$ cat src/rtl/mult_div_if.sv
// Operation and result bus of the iterative multiply/divide unit.
// The master drives the operation and the MTHI/MTLO strobes; the slave returns status and HI/LO.
interface mult_div_if #(
  parameter int DATA_WIDTH = 32
);
  logic                  Start;
  logic [1:0]            Op;
  logic [DATA_WIDTH-1:0] Operand_A;
  logic [DATA_WIDTH-1:0] Operand_B;
  logic                  Write_HI;
  logic                  Write_LO;
  logic [DATA_WIDTH-1:0] Write_Data;
  logic                  Busy;
  logic                  Done;
  logic                  Div_By_Zero;
  logic [DATA_WIDTH-1:0] HI;
  logic [DATA_WIDTH-1:0] LO;

  modport master (
    output Start, Op, Operand_A, Operand_B, Write_HI, Write_LO, Write_Data,
    input  Busy, Done, Div_By_Zero, HI, LO
  );

  modport slave (
    input  Start, Op, Operand_A, Operand_B, Write_HI, Write_LO, Write_Data,
    output Busy, Done, Div_By_Zero, HI, LO
  );
endinterface

$ cat src/rtl/mult_div_unit.sv
// Iterative MULT/MULTU/DIV/DIVU with architectural HI/LO; one bit per cycle on magnitudes,
// signs applied in a final FIX cycle, so every operation takes the same latency.
module mult_div_unit #(
  parameter int DATA_WIDTH = 32
) (
  input  logic       Clock,
  input  logic       Reset_n,
  mult_div_if.slave  bus
);
  localparam int W  = DATA_WIDTH;
  localparam int CW = $clog2(DATA_WIDTH);
  localparam logic [CW-1:0] LAST_ITER = CW'(DATA_WIDTH - 1);

  typedef enum logic [1:0] {IDLE, RUN, FIX} state_t;

  state_t          state_reg, state_next;
  logic [1:0]      op_reg, op_next;
  logic [W-1:0]    oper_reg, oper_next;
  logic [W-1:0]    a_raw_reg, a_raw_next;
  logic            neg_res_reg, neg_res_next;
  logic            neg_rem_reg, neg_rem_next;
  logic            zero_div_reg, zero_div_next;
  logic [2*W-1:0]  acc_reg, acc_next;
  logic [CW-1:0]   count_reg, count_next;
  logic [W-1:0]    hi_reg, hi_next;
  logic [W-1:0]    lo_reg, lo_next;
  logic            done_reg, done_next;
  logic            dbz_reg, dbz_next;

  logic            in_signed;
  logic [W-1:0]    a_mag, b_mag;
  logic [W:0]      mul_sum;
  logic [2*W-1:0]  mul_step;
  logic [W:0]      div_shift;
  logic [W+1:0]    div_trial;
  logic [2*W-1:0]  div_step;
  logic [2*W-1:0]  prod_fixed;
  logic [W-1:0]    quo_fixed, rem_fixed;

  always_comb begin
    in_signed = ~bus.Op[0];
    a_mag = (in_signed && bus.Operand_A[W-1]) ? -bus.Operand_A : bus.Operand_A;
    b_mag = (in_signed && bus.Operand_B[W-1]) ? -bus.Operand_B : bus.Operand_B;

    // Multiply: accumulator is {partial product, remaining multiplier bits}, shifted right each step.
    mul_sum  = {1'b0, acc_reg[2*W-1:W]} + (acc_reg[0] ? {1'b0, oper_reg} : '0);
    mul_step = {mul_sum, acc_reg[W-1:1]};

    // Divide: accumulator is {remainder, dividend/quotient}; restoring subtract on a W+1 bit window.
    div_shift = {acc_reg[2*W-1:W], acc_reg[W-1]};
    div_trial = {1'b0, div_shift} - {2'b00, oper_reg};
    div_step  = div_trial[W+1] ? {div_shift[W-1:0], acc_reg[W-2:0], 1'b0}
                               : {div_trial[W-1:0], acc_reg[W-2:0], 1'b1};

    prod_fixed = neg_res_reg ? -acc_reg : acc_reg;
    quo_fixed  = neg_res_reg ? -acc_reg[W-1:0] : acc_reg[W-1:0];
    rem_fixed  = neg_rem_reg ? -acc_reg[2*W-1:W] : acc_reg[2*W-1:W];
  end

  always_comb begin
    state_next    = state_reg;
    op_next       = op_reg;
    oper_next     = oper_reg;
    a_raw_next    = a_raw_reg;
    neg_res_next  = neg_res_reg;
    neg_rem_next  = neg_rem_reg;
    zero_div_next = zero_div_reg;
    acc_next      = acc_reg;
    count_next    = count_reg;
    hi_next       = hi_reg;
    lo_next       = lo_reg;
    done_next     = 1'b0;
    dbz_next      = dbz_reg;

    case (state_reg)
      IDLE: begin
        if (bus.Start) begin
          op_next       = bus.Op;
          a_raw_next    = bus.Operand_A;
          neg_res_next  = in_signed & (bus.Operand_A[W-1] ^ bus.Operand_B[W-1]);
          neg_rem_next  = in_signed & bus.Operand_A[W-1];
          zero_div_next = bus.Op[1] && (bus.Operand_B == '0);
          oper_next     = bus.Op[1] ? b_mag : a_mag;
          acc_next      = {{W{1'b0}}, (bus.Op[1] ? a_mag : b_mag)};
          count_next    = '0;
          dbz_next      = 1'b0;
          state_next    = RUN;
        end else begin
          if (bus.Write_HI) hi_next = bus.Write_Data;
          if (bus.Write_LO) lo_next = bus.Write_Data;
        end
      end
      RUN: begin
        acc_next   = op_reg[1] ? div_step : mul_step;
        count_next = count_reg + 1'b1;
        if (count_reg == LAST_ITER) state_next = FIX;
      end
      FIX: begin
        if (!op_reg[1]) begin
          hi_next = prod_fixed[2*W-1:W];
          lo_next = prod_fixed[W-1:0];
        end else if (zero_div_reg) begin
          hi_next = a_raw_reg;
          lo_next = '1;
        end else begin
          hi_next = rem_fixed;
          lo_next = quo_fixed;
        end
        dbz_next   = zero_div_reg;
        done_next  = 1'b1;
        state_next = IDLE;
      end
      default: state_next = IDLE;
    endcase
  end

  always_ff @(posedge Clock or negedge Reset_n) begin
    if (!Reset_n) begin
      state_reg    <= IDLE;
      op_reg       <= '0;
      oper_reg     <= '0;
      a_raw_reg    <= '0;
      neg_res_reg  <= 1'b0;
      neg_rem_reg  <= 1'b0;
      zero_div_reg <= 1'b0;
      acc_reg      <= '0;
      count_reg    <= '0;
      hi_reg       <= '0;
      lo_reg       <= '0;
      done_reg     <= 1'b0;
      dbz_reg      <= 1'b0;
    end else begin
      state_reg    <= state_next;
      op_reg       <= op_next;
      oper_reg     <= oper_next;
      a_raw_reg    <= a_raw_next;
      neg_res_reg  <= neg_res_next;
      neg_rem_reg  <= neg_rem_next;
      zero_div_reg <= zero_div_next;
      acc_reg      <= acc_next;
      count_reg    <= count_next;
      hi_reg       <= hi_next;
      lo_reg       <= lo_next;
      done_reg     <= done_next;
      dbz_reg      <= dbz_next;
    end
  end

  assign bus.Busy        = (state_reg != IDLE);
  assign bus.Done        = done_reg;
  assign bus.Div_By_Zero = dbz_reg;
  assign bus.HI          = hi_reg;
  assign bus.LO          = lo_reg;
endmodule

$ cat src/flat_wrapper.sv
// flat-port wrapper written by rule: the top's interface ports become plain ports
module mult_div_unit_flat 
#(
  parameter int DATA_WIDTH = 32
)
  (Clock, Reset_n, bus_Start, bus_Op, bus_Operand_A, bus_Operand_B, bus_Write_HI, bus_Write_LO, bus_Write_Data, bus_Busy, bus_Done, bus_Div_By_Zero, bus_HI, bus_LO);
  mult_div_if #(.DATA_WIDTH(DATA_WIDTH)) bus_i ();
  input  logic Clock;
  input  logic Reset_n;
  input wire logic [$bits(bus_i.Start)-1:0] bus_Start;
  input wire logic [$bits(bus_i.Op)-1:0] bus_Op;
  input wire logic [$bits(bus_i.Operand_A)-1:0] bus_Operand_A;
  input wire logic [$bits(bus_i.Operand_B)-1:0] bus_Operand_B;
  input wire logic [$bits(bus_i.Write_HI)-1:0] bus_Write_HI;
  input wire logic [$bits(bus_i.Write_LO)-1:0] bus_Write_LO;
  input wire logic [$bits(bus_i.Write_Data)-1:0] bus_Write_Data;
  output wire logic [$bits(bus_i.Busy)-1:0] bus_Busy;
  output wire logic [$bits(bus_i.Done)-1:0] bus_Done;
  output wire logic [$bits(bus_i.Div_By_Zero)-1:0] bus_Div_By_Zero;
  output wire logic [$bits(bus_i.HI)-1:0] bus_HI;
  output wire logic [$bits(bus_i.LO)-1:0] bus_LO;
  assign bus_i.Start = bus_Start;
  assign bus_i.Op = bus_Op;
  assign bus_i.Operand_A = bus_Operand_A;
  assign bus_i.Operand_B = bus_Operand_B;
  assign bus_i.Write_HI = bus_Write_HI;
  assign bus_i.Write_LO = bus_Write_LO;
  assign bus_i.Write_Data = bus_Write_Data;
  assign bus_Busy = bus_i.Busy;
  assign bus_Done = bus_i.Done;
  assign bus_Div_By_Zero = bus_i.Div_By_Zero;
  assign bus_HI = bus_i.HI;
  assign bus_LO = bus_i.LO;
  mult_div_unit #(.DATA_WIDTH(DATA_WIDTH)) u_core (.Clock(Clock), .Reset_n(Reset_n), .bus(bus_i));
endmodule
$ cat config.mk
export PLATFORM = sky130hd
export DESIGN_NAME = mult_div_unit_flat
export DESIGN_NICKNAME = d
export VERILOG_FILES = /design/src/rtl/mult_div_if.sv /design/src/rtl/mult_div_unit.sv /design/src/flat_wrapper.sv
export SDC_FILE = /design/constraint.sdc
export NUM_CORES = 1
export LEC_CHECK = 0
export BUFFER_PORTS_ARGS = -buffer_cell sky130_fd_sc_hd__buf_4
export CAP_MARGIN = 10
export CORE_ASPECT_RATIO = 0.5
export CORE_UTILIZATION = 50
export DETAILED_ROUTE_END_ITERATION = 8
export PLACE_DENSITY = 0.72
export SETUP_SLACK_MARGIN = 0.15
export SLEW_MARGIN = 0
export SYNTH_ARGS = -nofsm -noshare
export SYNTH_HDL_FRONTEND = slang
export SYNTH_SLANG_ARGS = --single-unit
$ cat constraint.sdc
create_clock -name Clock -period 2.85 [get_ports Clock]
set_input_delay 0.285 -clock Clock [delete_from_list [all_inputs] [get_ports Clock]]
set_output_delay 0.285 -clock Clock [all_outputs]
set_load 0.05 [all_outputs]
==> run_results.csv, run 1 <==
group,metric,value,unit
worst_setup_path,critical_path_class,"reg2reg",
power_and_ir_drop,max-vdd-ir-drop,0.9813,mV
grt,gr-usage-all-layers,0.3816,
sta,setup_tns,-1.079,ns
yosys,async_flop_share,1.000,
sta,relSlewSlack,0.2533,
sta,maxSlewViolCount,0,
sta,finalCritPeriodShare,1.050,
min_path,hp-class,"in2reg",
routing,drtPass1Iterations,8,
worst_setup_path,reg2reg_from,"u_core.acc_reg[0]$_DFFE_PN0P_",
finish,drive_gt1_frac,0.3132,
yosys,synth_top_flop_cell,"dfrtp_1",
routing,vias,19540,
status,violations,"setup timing",
clocking,cts.sinks,205,
yosys,ys_types,84,
power_and_ir_drop,leakage,10.56,nW
finish,finalNonFillerCells,3162,
grt,grt_pass1_vias,17790,
sta,rsz0062_at_grt,"yes",
placed_design,portBuffers,169,
clocking,cts-root-buf,"clkbuf_16",
yosys,synth_edf_count,0,
grt,grt_pass1_wl,104.7,mm
placed_design,dpl.cell_count,3011,
floorplan,die_area,0.03562,sq mm
clocking,htree_levels,1,
floorplan,core-area,0.03364,sq mm
placed_design,placed_area,0.02111,sq mm
worst_setup_path,slowest_delay,0.41,ns
routing,route.detailed.drc,0,
floorplan,ios,170,
job,max_cap_violations,0,
clocking,path_clk_slew,0.07,ns
yosys,synth_nets,2416,
placed_design,routabilityCongestion,0.9957,
yosys,synth_area_leaders,"dfrtp_1 29%, nand2_1 6.9%, o21ai_0 6.2%",
finish,area_growth,40.03,%
sta,fmax,334.3,MHz
sta,timing.final.hold_violations,0,
worst_setup_path,cp_cell_sequence,"clkinv_4 -> buf_6 -> nor2_4 -> ha_4 -> o211ai_1 -> o21ai_2 -> o221a_4 -> o21ai_2 -> buf_6 -> o211ai_1 -> a31oi_2 -> mux2i_1 -> or3_1",
sta,finClkSkew,0.02632,ns
yosys,syn-instance-count,2241,
yosys,syn_area,0.01741,sq mm
grt,antenna_found_initial,3,
clocking,cts_tree,"yes",
yosys,yosys.area.top_type,"dfrtp_1",
finish,nets,2854,
floorplan,die-width,265.9,um
sta,finalSetupViolCount,17,
placed_design,dp_hpwl,52.63,mm
yosys,ys_seq_elements,205,
routing,totalWireLength,71.56,mm
clocking,clk_path_buf_depth,3,
yosys,synth_top_area_share,0.2946,
power_and_ir_drop,p_per_area,1440,mW/mm^2
worst_setup_path,reg2reg_slack,-0.14,ns
finish,fin_area,0.02438,sq mm
sta,worst_slew_pin_slew,1.120,ns
routing,drtIter0Drc,2425,
sta,setup_ws,-0.1418,ns
status,status,"finished with violations",
finish,largest_reg_flops,64,
grt,grt_max_degree,70,
worst_setup_path,required,3.28,ns
floorplan,die_h,134.0,um
grt,grt-ovfl-total,0,
clocking,cts_made_buffers,22,
worst_setup_path,path_buf_inv,3,
routing,wl_per_cell,22.63,um
sta,min_period,2.992,ns
worst_setup_path,crit_fanout,4,
min_path,hp-start,"bus_Write_Data[1]",
clocking,clk_latency,0.55,ns
yosys,ys_seq_area_frac,0.2946,
worst_setup_path,cp-startpoint,"u_core.acc_reg[0]$_DFFE_PN0P_",
worst_setup_path,worstSetupEndpointType,"flip-flop",
yosys,syn_area_per_cell,7.770,sq um
worst_setup_path,path_delay_family,"compound AO/OA/AOI/OAI gates",
worst_setup_path,cp-start-kind,"flip-flop",
yosys,yosysWarnings,0,
routing,antenna_left,0,
worst_setup_path,cp_slowest_cell,"dfrtp_2",
floorplan,rows,47,
routing,vias_per_cell,6.181,
floorplan,initial_core_util,0.5176,
worst_setup_path,arrival,3.43,ns
final cells by class:
class	count	area, sq um
clock inverter	9	160.2
tap	465	581.8
clock buffer	31	634.4
antenna	2	5.005
timing repair buffer	588	4795
sequential	205	5150
fill	2566	9256
multi-input combinational	1797	12800
inverter	65	251.5
report_power, final:
group	internal [mW]	switching, mW	total, mW
clock	1.92	1.35	3.27
sequential	4.35	1.51	5.85
combinational	11.6	14.4	26.0
total	17.8	17.3	35.1
cells in the mapped netlist (10+ instances only):
| library cell | instances |
|---|---|
| nand2_1 | 320 |
| o21ai_0 | 217 |
| dfrtp_1 | 205 |
| a21oi_1 | 165 |
| nor2_1 | 152 |
| clkbuf_1 | 140 |
| xnor2_1 | 116 |
| xor2_1 | 77 |
| ha_1 | 70 |
| mux2i_1 | 67 |
| inv_1 | 64 |
| nand3_1 | 43 |
| o211ai_1 | 43 |
| a211oi_1 | 39 |
| a21o_1 | 34 |
| a22oi_1 | 33 |
| o31ai_1 | 33 |
| nor3_1 | 32 |
| o22ai_1 | 26 |
| or3_1 | 25 |
| and3_1 | 22 |
| a31oi_1 | 21 |
| buf_1 | 21 |
| nand4_1 | 19 |
| nand2b_1 | 18 |
| nor4_1 | 17 |
| o21a_1 | 16 |
| nor2b_1 | 15 |
| or4_1 | 13 |
| or2_2 | 12 |
| and2_1 | 11 |
| o41ai_1 | 11 |
| buf_2 | 10 |
| o21ai_1 | 10 |
repair_timing:
action,CTS,global route
pin swaps,76,113
cloned,1,1
setup endpoints to repair,56,77
hold buffers,38,0
gates resized for setup,167,207
buffers inserted,45,24
endpoints found under the hold margin,99,0
layer usage:
metal  part of all wire  routed length, um  track usage  vias to the layer above
li1                   -                  -            -                     8948
met1               0.44              31160       0.5746                     9361
met2               0.42              29900       0.5556                     1091
met3               0.12               8637      0.07913                      143
met4              0.026               1863      0.08653                        0
met5                  0                  0            0                        -
kinds of logic (layout without fill, tap and decap cells):
group / Yosys count / after routing / share of synthesized area
AOI/OAI and AO/OA: 732 / 732 / 0.2659
and+or+nand+nor: 729 / 729 / 0.1959
buffers and inverters: 239 / 693 / 0.05282
DFF: 205 / 205 / 0.2946
xor gates and xnor gates: 193 / 193 / 0.09708
adders and majority gates: 72 / 72 / 0.05260
muxes: 71 / 71 / 0.04110
other: 0 / 2 / 0
layout by cell type (no fill, tap or decap), drive strengths merged, types with 16 or more instances in the layout:
| cell type | n |
|---|---|
| clkbuf | 31 |
| nand2 | 320 |
| nor4 | 18 |
| a211oi | 39 |
| nand4 | 19 |
| o211ai | 43 |
| mux2i | 67 |
| o21ai | 228 |
| nand2b | 18 |
| a21oi | 165 |
| or2 | 17 |
| o31ai | 35 |
| buf | 550 |
| a21o | 34 |
| ha | 70 |
| dlygate4sd3 | 38 |
| or4 | 16 |
| xor2 | 77 |
| and3 | 22 |
| xnor2 | 116 |
| a22oi | 33 |
| nor2 | 152 |
| o21a | 16 |
| or3 | 25 |
| inv | 63 |
| nand3 | 43 |
| o22ai | 26 |
| dfrtp | 205 |
| nor3 | 35 |
| a31oi | 21 |
metrics by stage:
| stage | hold slack, ns | power [mW] | utilization | setup slack (ns) |
|---|---|---|---|---|
| finish | 0.009695 | 35.12 | 0.7248 | -0.1418 |
| global route | 0.03165 | 36.89 | 0.7248 | -0.2564 |
| CTS | 0.0008329 | 32.32 | 0.6928 | -0.04904 |
| detailed placement | 0.2742 | 27.28 | 0.6276 | -0.2305 |
| global placement | 0.2668 | 27.03 | 0.6276 | -0.2039 |
| floorplan | -0.01059 | 18.91 | - | 0.01115 |
final timing paths:
check | to | cells after the start
setup / recovery | u_core.acc_reg[62]$_DFFE_PN0P_ | 13
hold / removal | u_core.bus.HI[1]$_DFFE_PN0P_ | 3
setup reg to reg | u_core.acc_reg[62]$_DFFE_PN0P_ | 13
hold reg to reg | u_core.a_raw_reg[7]$_DFFE_PN0P_ | 2
max in group asynchronous | u_core.zero_div_reg$_DFFE_PN0P_ | 3
min in group asynchronous | u_core.acc_reg[56]$_DFFE_PN0P_ | 2
worst reg2reg max path, cell delays in order, from the launching register on:
cell,delay [ns]
dfrtp_2,0.41
clkinv_4,0.11
buf_6,0.16
nor2_4,0.12
ha_4,0.22
o211ai_1,0.23
o21ai_2,0.12
o221a_4,0.28
o21ai_2,0.16
buf_6,0.13
o211ai_1,0.19
a31oi_2,0.28
mux2i_1,0.10
or3_1,0.37
No activity file was read; power rests on OpenSTA's default activity.
==> inputs of run 2 (changes only) <==
Settings changed: PLACE_DENSITY 0.72 to default, PLACE_DENSITY_LB_ADDON from default to 0.3.
==> run_results.csv, run 2 (synthesis gave the netlist of run 1 again) <==
group,metric,value,unit
worst_setup_path,path_common_cell,"buf_12",
worst_setup_path,critical_path_class,"reg2reg",
worst_setup_path,arrival,3.49,ns
worst_setup_path,cp-start-kind,"flip-flop",
floorplan,core-area,0.03364,sq mm
sta,finalSetupViolCount,29,
floorplan,ios,170,
floorplan,die-width,265.9,um
finish,finalNonFillerCells,3150,
sta,fmax,324.8,MHz
placed_design,placed_area,0.02110,sq mm
routing,wl_met3,8.229,mm
worst_setup_path,required,3.26,ns
finish,drive_gt1_frac,0.2996,
grt,grt-ovfl-total,0,
clocking,clk_latency,0.55,ns
placed_design,portBuffers,169,
finish,largest_reg_flops,64,
worst_setup_path,cp_cell_sequence,"inv_4 -> buf_12 -> buf_12 -> ha_4 -> or4b_4 -> nor3_4 -> buf_4 -> buf_6 -> nand3_4 -> or3_4 -> o21ai_2 -> xor2_1 -> o221ai_2",
sta,setup_ws,-0.2284,ns
worst_setup_path,slowest_delay,0.50,ns
grt,grt_pass1_vias,18090,
finish,fin_area,0.02415,sq mm
finish,mostFrequentLayoutCells,"484 x buf_4, 313 x nand2_1, 195 x dfrtp_1",
routing,drtIter0Drc,2582,
grt,grt_pass1_wl,104.4,mm
floorplan,rows,47,
floorplan,die_h,134.0,um
clocking,cts.sinks,205,
status,violations,"setup timing",
finish,mostFrequentLayoutCell,"buf_4",
clocking,cts_made_buffers,22,
grt,gr-usage-all-layers,0.3769,
finish,area_growth,38.70,%
sta,finClkSkew,0.01619,ns
worst_setup_path,worstSetupEndpointType,"flip-flop",
routing,vias_per_cell,6.262,
routing,route.detailed.drc,0,
clocking,cts-root-buf,"clkbuf_16",
sta,timing.final.hold_violations,0,
sta,worst_slew_pin_slew,1.010,ns
sta,maxSlewViolCount,0,
power_and_ir_drop,p_total,34.64,mW
worst_setup_path,path_buf_inv,5,
placed_design,post-place-ws,-0.7920,ns
placed_design,dpl.cell_count,2999,
floorplan,initial_core_util,0.5176,
routing,antenna_left,0,
placed_design,dp_hpwl,51.14,mm
worst_setup_path,crit_fanout,5,
power_and_ir_drop,leakage,10.52,nW
min_path,hp-class,"in2reg",
grt,antenna_found_initial,2,
clocking,clk_path_buf_depth,3,
clocking,cts_tree,"yes",
power_and_ir_drop,max-vdd-ir-drop,0.7638,mV
clocking,path_clk_slew,0.07,ns
sta,rsz0062_at_grt,"yes",
sta,min_period,3.078,ns
floorplan,die_area,0.03562,sq mm
power_and_ir_drop,p_per_area,1434,mW/mm^2
routing,drt-met1-wl,30.41,mm
finish,nets,2844,
routing,wl_per_cell,22.32,um
sta,finalCritPeriodShare,1.080,
worst_setup_path,cp_slowest_cell,"or4b_4",
routing,met2WireLength,30.12,mm
placed_design,routabilityCongestion,1.027,
sta,relSlewSlack,0.3267,
worst_setup_path,path_delay_family,"simple AND/OR/NAND/NOR gates",
routing,vias,19730,
routing,top_layer,"met5",
clocking,htree_levels,1,
routing,drtPass1Iterations,6,
status,status,"finished with violations",
routing,totalWireLength,70.31,mm
job,max_cap_violations,0,
grt,grt_max_degree,75,
[run 2: layout make-up]
class	count	area (sq um)
sequential	205	5145
clock inverter	8	76.32
tap	465	581.8
antenna	1	2.502
timing repair buffer	578	4798
multi-input combinational	1797	12670
inverter	65	251.5
fill	2536	9487
clock buffer	31	624.3
[run 2: worst paths after layout]
path | startpoint | endpoint | slack, ns | cells past startpoint
setup / recovery | u_core.acc_reg[0]$_DFFE_PN0P_ | u_core.bus.HI[30]$_DFFE_PN0P_ | -0.23 | 13
hold / removal | bus_Write_Data[20] | u_core.bus.HI[20]$_DFFE_PN0P_ | 0.01 | 3
setup reg to reg | u_core.acc_reg[0]$_DFFE_PN0P_ | u_core.bus.HI[30]$_DFFE_PN0P_ | -0.23 | 13
hold reg to reg | u_core.bus.LO[17]$_DFFE_PN0P_ | u_core.bus.LO[17]$_DFFE_PN0P_ | 0.48 | 2
max in group asynchronous | Reset_n | u_core.acc_reg[45]$_DFFE_PN0P_ | 1.77 | 3
min in group asynchronous | Reset_n | u_core.acc_reg[60]$_DFFE_PN0P_ | 0.28 | 2
[run 2: where the power goes]
group	switching, mW	leakage (nW)	internal [mW]	total, mW
logic	14.4	7.71	11.5	25.9
clock network	1.30	0.350	1.62	2.92
registers	1.43	2.46	4.34	5.78
[run 2: repair_timing]
action	in CTS	in global routing
gates resized for setup	161	166
pin swaps	76	86
setup buffers	37	30
hold buffers	44	0
hold endpoints to repair	110	0
setup endpoints to repair	55	79
[run 2: routing by layer]
layer  GRT usage  vias up
met1      0.5562     9522
met3     0.08684      137
met2      0.5551     1132
met4     0.08716        2
met5           0        -
li1            -     8933
[run 2: worst register-to-register path: cells and delay by family, from the launching register on]
family,cells,cell delay [ns]
buffers and inverters,5,0.60
AOI/OAI and AO/OA,2,0.31
adders and majority gates,1,0.12
DFF,1,0.44
xor gates and xnor gates,1,0.25
and+or+nand+nor,4,1.24
[run 2: per-stage QoR]
stage	hold WS [ns]	TNS, ns	util
2_1_floorplan	-0.01059	0	-
5_1_grt	0.01264	-4.411	0.7180
6_report	0.01154	-1.923	0.7180
3_3_place_gp	0.2890	-6.280	0.6271
3_5_place_dp	0.2881	-8.034	0.6271
4_1_cts	0.002472	-0.2497	0.6890
